File: config.mk
export PLATFORM = sky130hd
export DESIGN_NAME = seven_seg_scan_ctrl
export DESIGN_NICKNAME = d
export VERILOG_FILES = /design/src/rtl/seven_seg_scan_ctrl.sv
export SDC_FILE = /design/constraint.sdc
export NUM_CORES = 1
export LEC_CHECK = 0
export ABC_AREA = 1
export CORE_MARGIN = 4
export CORE_UTILIZATION = 50
export CTS_CLUSTER_DIAMETER = 60
export CTS_CLUSTER_SIZE = 20
export DETAILED_ROUTE_END_ITERATION = 10
export PLACE_DENSITY = 0.82
export SYNTH_ARGS = -nofsm -noshare
export SYNTH_HDL_FRONTEND = slang
export SYNTH_SLANG_ARGS = --single-unit
export TNS_END_PERCENT = 20
File: constraint.sdc
create_clock -name clk -period 2.3 [get_ports clk]
set_input_delay 0.69 -clock clk [delete_from_list [all_inputs] [get_ports clk]]
set_output_delay 0.69 -clock clk [all_outputs]
set_load 0.02 [all_outputs]
File: src/rtl/seven_seg_scan_ctrl.sv
// rtl/seven_seg_scan_ctrl.sv - four-digit multiplexed 7-segment scan controller
// Double-buffered frame with commit at frame wrap, ghost-suppression blanking and leading-zero blanking.
module seven_seg_scan_ctrl #(
  parameter int SCAN_DIV  = 100000,
  parameter int BLANK_CYC = 1000
) (
  input  logic        clk,
  input  logic        rst_n,
  input  logic        enable,
  input  logic        load,
  output logic        ready,
  input  logic [15:0] data,
  input  logic [3:0]  dp_en,
  input  logic        lz_blank,
  output logic [3:0]  BCD,
  output logic        dp_n,
  output logic [3:0]  anode_n
);

  localparam int CNT_MAX = (SCAN_DIV > BLANK_CYC) ? SCAN_DIV : BLANK_CYC;
  localparam int CNT_W   = (CNT_MAX > 2) ? $clog2(CNT_MAX) : 1;
  localparam logic [CNT_W-1:0] ON_LAST    = CNT_W'(SCAN_DIV - 1);
  localparam logic [CNT_W-1:0] BLANK_LAST = CNT_W'(BLANK_CYC - 1);

  typedef enum logic [1:0] {S_IDLE, S_ON, S_BLANK} state_e;

  state_e             state_q, state_d;
  logic [1:0]         idx_q, idx_d;
  logic [CNT_W-1:0]   cnt_q, cnt_d;
  logic [15:0]        act_data_q, act_data_d;
  logic [3:0]         act_dp_q, act_dp_d;
  logic               act_lz_q, act_lz_d;
  logic [15:0]        pend_data_q, pend_data_d;
  logic [3:0]         pend_dp_q, pend_dp_d;
  logic               pend_lz_q, pend_lz_d;
  logic               pend_vld_q, pend_vld_d;
  logic [3:0]         bcd_q, bcd_d;
  logic               dp_n_q, dp_n_d;
  logic               commit;
  logic               on_entry;
  logic [3:0]         suppress;

  always_ff @(posedge clk or negedge rst_n) begin
    if (!rst_n) begin
      state_q     <= S_IDLE;
      idx_q       <= 2'd0;
      cnt_q       <= '0;
      act_data_q  <= 16'h0;
      act_dp_q    <= 4'h0;
      act_lz_q    <= 1'b0;
      pend_data_q <= 16'h0;
      pend_dp_q   <= 4'h0;
      pend_lz_q   <= 1'b0;
      pend_vld_q  <= 1'b0;
      bcd_q       <= 4'h0;
      dp_n_q      <= 1'b1;
    end else begin
      state_q     <= state_d;
      idx_q       <= idx_d;
      cnt_q       <= cnt_d;
      act_data_q  <= act_data_d;
      act_dp_q    <= act_dp_d;
      act_lz_q    <= act_lz_d;
      pend_data_q <= pend_data_d;
      pend_dp_q   <= pend_dp_d;
      pend_lz_q   <= pend_lz_d;
      pend_vld_q  <= pend_vld_d;
      bcd_q       <= bcd_d;
      dp_n_q      <= dp_n_d;
    end
  end

  always_comb begin
    state_d     = state_q;
    idx_d       = idx_q;
    cnt_d       = cnt_q;
    act_data_d  = act_data_q;
    act_dp_d    = act_dp_q;
    act_lz_d    = act_lz_q;
    pend_data_d = pend_data_q;
    pend_dp_d   = pend_dp_q;
    pend_lz_d   = pend_lz_q;
    pend_vld_d  = pend_vld_q;
    bcd_d       = bcd_q;
    dp_n_d      = dp_n_q;
    commit      = 1'b0;
    on_entry    = 1'b0;

    case (state_q)
      S_IDLE: begin
        commit = pend_vld_q;
        if (enable) begin
          state_d  = S_ON;
          idx_d    = 2'd0;
          cnt_d    = '0;
          on_entry = 1'b1;
        end
      end
      S_ON: begin
        if (cnt_q == ON_LAST) begin
          state_d = S_BLANK;
          cnt_d   = '0;
        end else begin
          cnt_d = cnt_q + 1'b1;
        end
      end
      S_BLANK: begin
        if (cnt_q == BLANK_LAST) begin
          state_d  = S_ON;
          idx_d    = idx_q + 2'd1;
          cnt_d    = '0;
          on_entry = 1'b1;
          // Swap frames only at the 3->0 wrap so a frame never tears mid-scan.
          commit   = pend_vld_q && (idx_q == 2'd3);
        end else begin
          cnt_d = cnt_q + 1'b1;
        end
      end
      default: begin
        state_d = S_IDLE;
        idx_d   = 2'd0;
        cnt_d   = '0;
      end
    endcase

    if (!enable) begin
      state_d  = S_IDLE;
      idx_d    = 2'd0;
      cnt_d    = '0;
      on_entry = 1'b0;
      commit   = commit && (state_q == S_IDLE);
    end

    if (commit) begin
      act_data_d = pend_data_q;
      act_dp_d   = pend_dp_q;
      act_lz_d   = pend_lz_q;
      pend_vld_d = 1'b0;
    end

    if (load && !pend_vld_q) begin
      pend_data_d = data;
      pend_dp_d   = dp_en;
      pend_lz_d   = lz_blank;
      pend_vld_d  = 1'b1;
    end

    // Digit code follows the frame as it stands after any commit on this same edge.
    if (on_entry) begin
      bcd_d  = 4'(act_data_d >> {idx_d, 2'b00});
      dp_n_d = ~act_dp_d[idx_d];
    end
  end

  always_comb begin
    suppress[0] = 1'b0;
    suppress[1] = act_lz_q && (act_data_q[15:4] == 12'h0);
    suppress[2] = act_lz_q && (act_data_q[15:8] == 8'h0);
    suppress[3] = act_lz_q && (act_data_q[15:12] == 4'h0);
    anode_n = 4'hF;
    if (state_q == S_ON && !suppress[idx_q]) begin
      anode_n[idx_q] = 1'b0;
    end
    ready = ~pend_vld_q;
    BCD   = bcd_q;
    dp_n  = dp_n_q;
  end

endmodule

After elaboration in Yosys (flattened, before gate mapping)
Cells that the tools add are included.
{"block": "totals", "register_bits": 69, "latchBits": 0, "ram_bits": 0, "romBits": 0, "in_bits": 25, "output_inout_bits": 10, "elab_cells": 72, "memories": 0}
{"block": "classes", "addsub": 2, "mul": 0, "n_div": 0, "order_cmp": 3, "eq_ne": 7, "n_shift": 1, "mux": 28, "bitwise_logic": 3, "reduce_logical": 16}
{"cell": "two-way mux 17 bit", "n": 3}
{"cell": "case mux 17 bit (2 select lines)", "n": 1}
{"cell": "adder 17 x 1 -> 17 bit (second input constant)", "n": 1}
{"cell": "equality test 17 x 10 -> 1 bit (second input constant)", "n": 1}
{"cell": "equality test 17 bit (second input constant)", "n": 1}
{"cell": "two-way mux 16 bit", "n": 1}
{"cell": ">> shifter 16 x 4 -> 4 bit", "n": 1}
{"cell": "logical NOT 12 bit", "n": 1}
{"cell": "two-way mux 2 bit", "n": 5}
{"cell": "two-way mux 1 bit", "n": 9}
{"cell": "logical AND 1 bit", "n": 8}
{"cell": "logical NOT 8 bit", "n": 1}
{"cell": "two-way mux 4 bit", "n": 2}
{"cell": "< comparator 2 x 3 -> 1 bit (second input constant)", "n": 2}
{"cell": "inequality test 3 bit (second input constant)", "n": 2}
{"cell": "case mux 2 bit (3 select lines)", "n": 1}
{"cell": "binary-select mux 1 bit (select 2 bit)", "n": 2}
{"cell": "equality test 2 bit (second input constant)", "n": 2}
{"cell": "logical NOT 4 bit", "n": 1}
{"cell": "NOT 4 bit", "n": 1}
{"cell": "case mux 1 bit (2 select lines)", "n": 2}
{"cell": "case mux 2 bit (2 select lines)", "n": 1}
{"cell": "adder 2 x 1 -> 2 bit (second input constant)", "n": 1}
{"cell": "demux 1 bit (select 2 bit)", "n": 1}
{"cell": "7 further kinds", "n": 9}

Logic depth before layout (Yosys ltp)
Gate-level depths: netlist of run 1.
{"block": "logic_depth", "depth_word": 10, "ltp_mapped": 16, "depth_no_buf": 15}

Worst setup path before layout of run 1
Ideal clock, no wire load.
{"block": "synth_path", "path_type": "reg2reg", "start": "reg state_q[0]", "end": "reg bcd_q[2] (netlist: BCD[2])", "setup_ns": 0.116, "arrival_ns": 1.714, "t_required_ns": 2.184, "path_slack_ns": 0.470, "path_stages_with_launch": 13, "synth_period_minus_slack_ns": 1.830, "path_cell_list": "dfrtp_1 inv_1 ha_1 a31oi_1 nor2_1 clkbuf_1 nand3_1 nand2_1 nand2_1 nand3_1 nand2_1 nand2_1 nand2_1"}
{"block": "synth_via", "elab_chain_len": 6, "elab_cells_between_ends": 12}
{"element": "start, declared", "line": "27", "rtl": "state_e state_q, state_d;"}
{"element": "start signal, assigned", "line": "58", "rtl": "state_q <= state_d;"}
{"element": "equality test 2 bit / logical NOT 2 bit (equally long branches)", "line": "89, 131"}
{"element": "case mux 1 bit (2 select lines)", "line": "89", "rtl": "case (state_q)"}
{"element": "logical AND 1 bit", "line": "131", "rtl": "commit = commit && (state_q == S_IDLE);"}
{"element": "two-way mux 1 bit", "line": "126", "rtl": "if (!enable) begin"}
{"element": "two-way mux 16 bit", "line": "134", "rtl": "if (commit) begin"}
{"element": ">> shifter 16 x 4 -> 4 bit", "line": "150", "rtl": "bcd_d = 4'(act_data_d >> {idx_d, 2'b00});"}
{"element": "end signal, assigned", "line": "55", "rtl": "bcd_q <= 4'h0;"}
{"element": "end signal, assigned", "line": "68", "rtl": "bcd_q <= bcd_d;"}
{"element": "end, declared", "line": "37", "rtl": "logic [3:0] bcd_q, bcd_d;"}
Several ways; a longest one is shown, not always the timed one.
A chain may end at the register's enable or synchronous reset.

Worst setup path in the final report of run 1
{"block": "layout_path", "start": "reg state_q[1]", "end": "out anode_n[0]"}
{"block": "layout_via", "elab_chain_len": 3}
{"element": "equality test 2 x 1 -> 1 bit", "line": "161", "rtl": "if (state_q == S_ON && !suppress[idx_q]) begin"}
{"element": "logical AND 1 bit", "line": "161"}
{"element": "two-way mux 4 bit", "line": "161"}
{"element": "end, declared", "line": "17", "rtl": "output logic [3:0] anode_n"}
Every way passes these cells.

==> metrics.txt, run 1 <==
required time at the endpoint of the critical path=~1600 ps; final cell count without fillers=~560; P per Cell Area=1160 nW/um^2; number of antenna violations at the first check in global routing=0; leakage dissipation=approximately 2.1 nW; number of register bits inferred by synthesis=between 60 and 70; setup violators final=0; multi-input combinational cell area=about 1400 um^2; HPWL reported at the end of detailed placement=5340 um; sequential-to-total area share from yosys stat=50.3%; number of vias after detailed routing=~2800; worst hold slack=approximately 310 ps; number of instances in the synthesized netlist=roughly 430; relative max-transition margin=~65%; cts bufs inserted=9; overall routing resource usage=about a fifth; type of the setup path with the least slack=flip-flop to output port; Top-Level Pins=35; worst path buffer plus inverter count=3; routed length per instance=13.2 um; core box area=roughly 6500 um^2; FILL cells=between 500 and 600; slowest stage delay, CP=420 ps; hold crit path type=primary input to async pin; P_sw=between 1.5 and 2 mW; post-synthesis cell type count=32; Crit path arrival time=roughly 1600 ps; commonest non-fill, non-tap cells in the layout=nand2_1, dfrtp_1, inv_1; synthesized area per cell=8.02 um^2; most common cell after layout, fill and taps aside=nand2_1; library cell used as clock root buffer=clkbuf_8; run status=completed; critical path's slowest cell=dfrtp_1; Syn. warnings=0; DR pass1 iterations=4; final-layout setup total negative slack=0 ps; clk sinks=69; number of violations reported at the end of detailed-routing iteration 0=121; row count=29; via count of the first global-routing pass=2909; Bufs on Longest Clock Path=2; final instance area=4210 um^2; ordered cell list for the critical path=inv_1 -> ha_1 -> inv_1 -> a41oi_2 -> nand2_1 -> buf_2; end-of-flow core utilization=between 60 and 70%; layout overhead on the synthesized area=22.7%; unrepaired setup endpoints after global routing=yes; final setup skew=approximately 19 ps; floorplan die width=a little over 90 um; CP most frequent cell=inv_1; count of input and output buffers=34; Setup WS post-layout=40.5 ps; hold_buf cts=0; sequential power share=36.9%; combinational power share=about two fifths; area of the mapped netlist=between 3000 and 4000 um^2; DRC viols=0; cell family with most CP delay=flip-flops; internal power=approximately 3 mW; area taken by flip-flops and latches=roughly 1700 um^2; total chip power=about 4.9 mW; clock tree from TritonCTS=done; switching power as a share of total power=between 30% and 40%; largest fanout of any net on the critical path=4; Worst VDD drop=about 0.76 mV; area of placed instances=approximately 4000 um^2; pre-CTS setup slack=-140 ps; final critical delay including setup and external delays=2260 ps; share of cells above drive strength 1=between 10% and 20%; Remaining Overflow, GRT=0; remaining antenna violation count=0; first-pass GRT wire length=13000 um; die height=90.9 um; via count normalized by instance count=5.01; number of pins with negative max-slew slack in the final report=0; DRT Wirelength=about 7400 um; post-synthesis net count=roughly 460; type of origin of the critical path=flip-flop; transition at the pin with the smallest max-transition slack=approximately 520 ps; number of cells after detailed placement=between 500 and 600; number of inserted diodes=0; period utilization=between 90% and 100%; Max Clk Rate=0.443 GHz; number of nets in the final layout=between 500 and 600; later-pin clock latency in the skew report=about 360 ps; post-CTS clock slew at the launch and capture registers of the worst setup and hold paths=~70 ps; largest net degree at the start of global routing=39; initial cell density of the core=52.9%; Hold Vio Cnt, Final=0; full die area=8260 um^2; Max H-tree Level=3; capturing element type of the critical path=output port; share of power burned in the clock network=22.5%; maximum capacitance violations=0; global placer's final weighted congestion=0.823
==> worst paths after layout <==
check                      startpoint              to  slack (ps)  cells past startpoint
setup / recovery           state_q[1]      anode_n[0]          40                      6
hold / removal                  rst_n       cnt_q[15]         310                      1
setup reg to reg           state_q[1]          BCD[3]         190                     14
hold reg to reg              cnt_q[0]        cnt_q[0]         460                      1
max in group asynchronous       rst_n  pend_data_q[7]        1340                      2
min in group clk             cnt_q[0]        cnt_q[0]         460                      1
==> layout make-up <==
type,count,share of cell area (%)
clock buffers,10,3.27
clock inverters,6,2.05
inverters,74,6.59
multi-input cells,273,32.6
flip-flops and latches,69,41.0
well taps,77,2.29
repair buffers,54,12.2
==> kinds of logic (layout without fill, tap and decap cells) <==
| group | Yosys count | count (layout) | synth area share [%] |
|---|---|---|---|
| AND/OR/NAND/NOR | 219 | 219 | 27.2 |
| buffers and inverters | 86 | 144 | 10.3 |
| flip-flops | 69 | 69 | 50.3 |
| AO/OA/AOI/OAI | 32 | 32 | 5.14 |
| adder cells (fa/ha/maj) | 9 | 9 | 3.28 |
| XOR/XNOR | 8 | 8 | 2.04 |
| multiplexers | 5 | 5 | 1.64 |
==> power groups by stage <==
stage	registers [mW]	logic [mW]	clock network [mW]
after global placement	1.79	1.88	0
after global routing	1.84	2.22	1.18
final	1.80	1.98	1.10
after CTS	1.80	1.98	1.12
after floorplan	1.83	1.26	0
after detailed placement	1.81	1.96	0
==> Yosys cell counts (all sizes together) <==
master,n,area [um^2]
a31oi,2,12.5
nand3,38,200
ha,9,113
clkbuf,4,15.0
clkinv,1,3.75
nand2,121,474
nor3b,1,7.51
nor3,3,15.0
a41oi,1,8.76
buf,8,62.6
xnor2,1,8.76
o21ai,10,50.1
nand4,6,37.5
a21oi,18,97.6
xor2,7,61.3
inv,73,274
a21o,1,7.51
dfstp,1,26.3
dfrtp,68,1700
mux2,5,56.3
nor4,2,12.5
nor2,48,188
==> routing by layer <==
layer  vias to the layer above  global-route usage [%]  part of all wire (%)
li1                       1425                       -                     -
met1                      1324                    24.8                    45
met2                        63                    32.3                    49
met3                        11                    5.08                   4.8
met4                         0                    8.04                   1.3
met5                         -                       0                     0
==> flip-flops by register name, indices dropped and copies added, names as in the netlist, 2 cells and up <==
name / count
cnt_q: 17
pend_dp_q: 4
act_dp_q: 4
act_data_q: 16
BCD: 4
pend_data_q: 16
idx_q: 2
state_q: 2
==> timing repair <==
action / 4_1_cts / 5_1_grt
cloned: 0 / 0
resized for setup: 18 / 2
endpoints found under the setup margin: 4 / 9
buffers inserted: 0 / 0
pin swaps: 0 / 2
hold endpoints to repair: 0 / 0
Note: power is estimated with default switching activity, not from simulation.
==> run 2, diff against run 1 <==
- CTS_CLUSTER_DIAMETER: 60 -> not set
==> results of run 2 <==
Same layout as run 1: the final DEF is identical, and so are final timing and power.
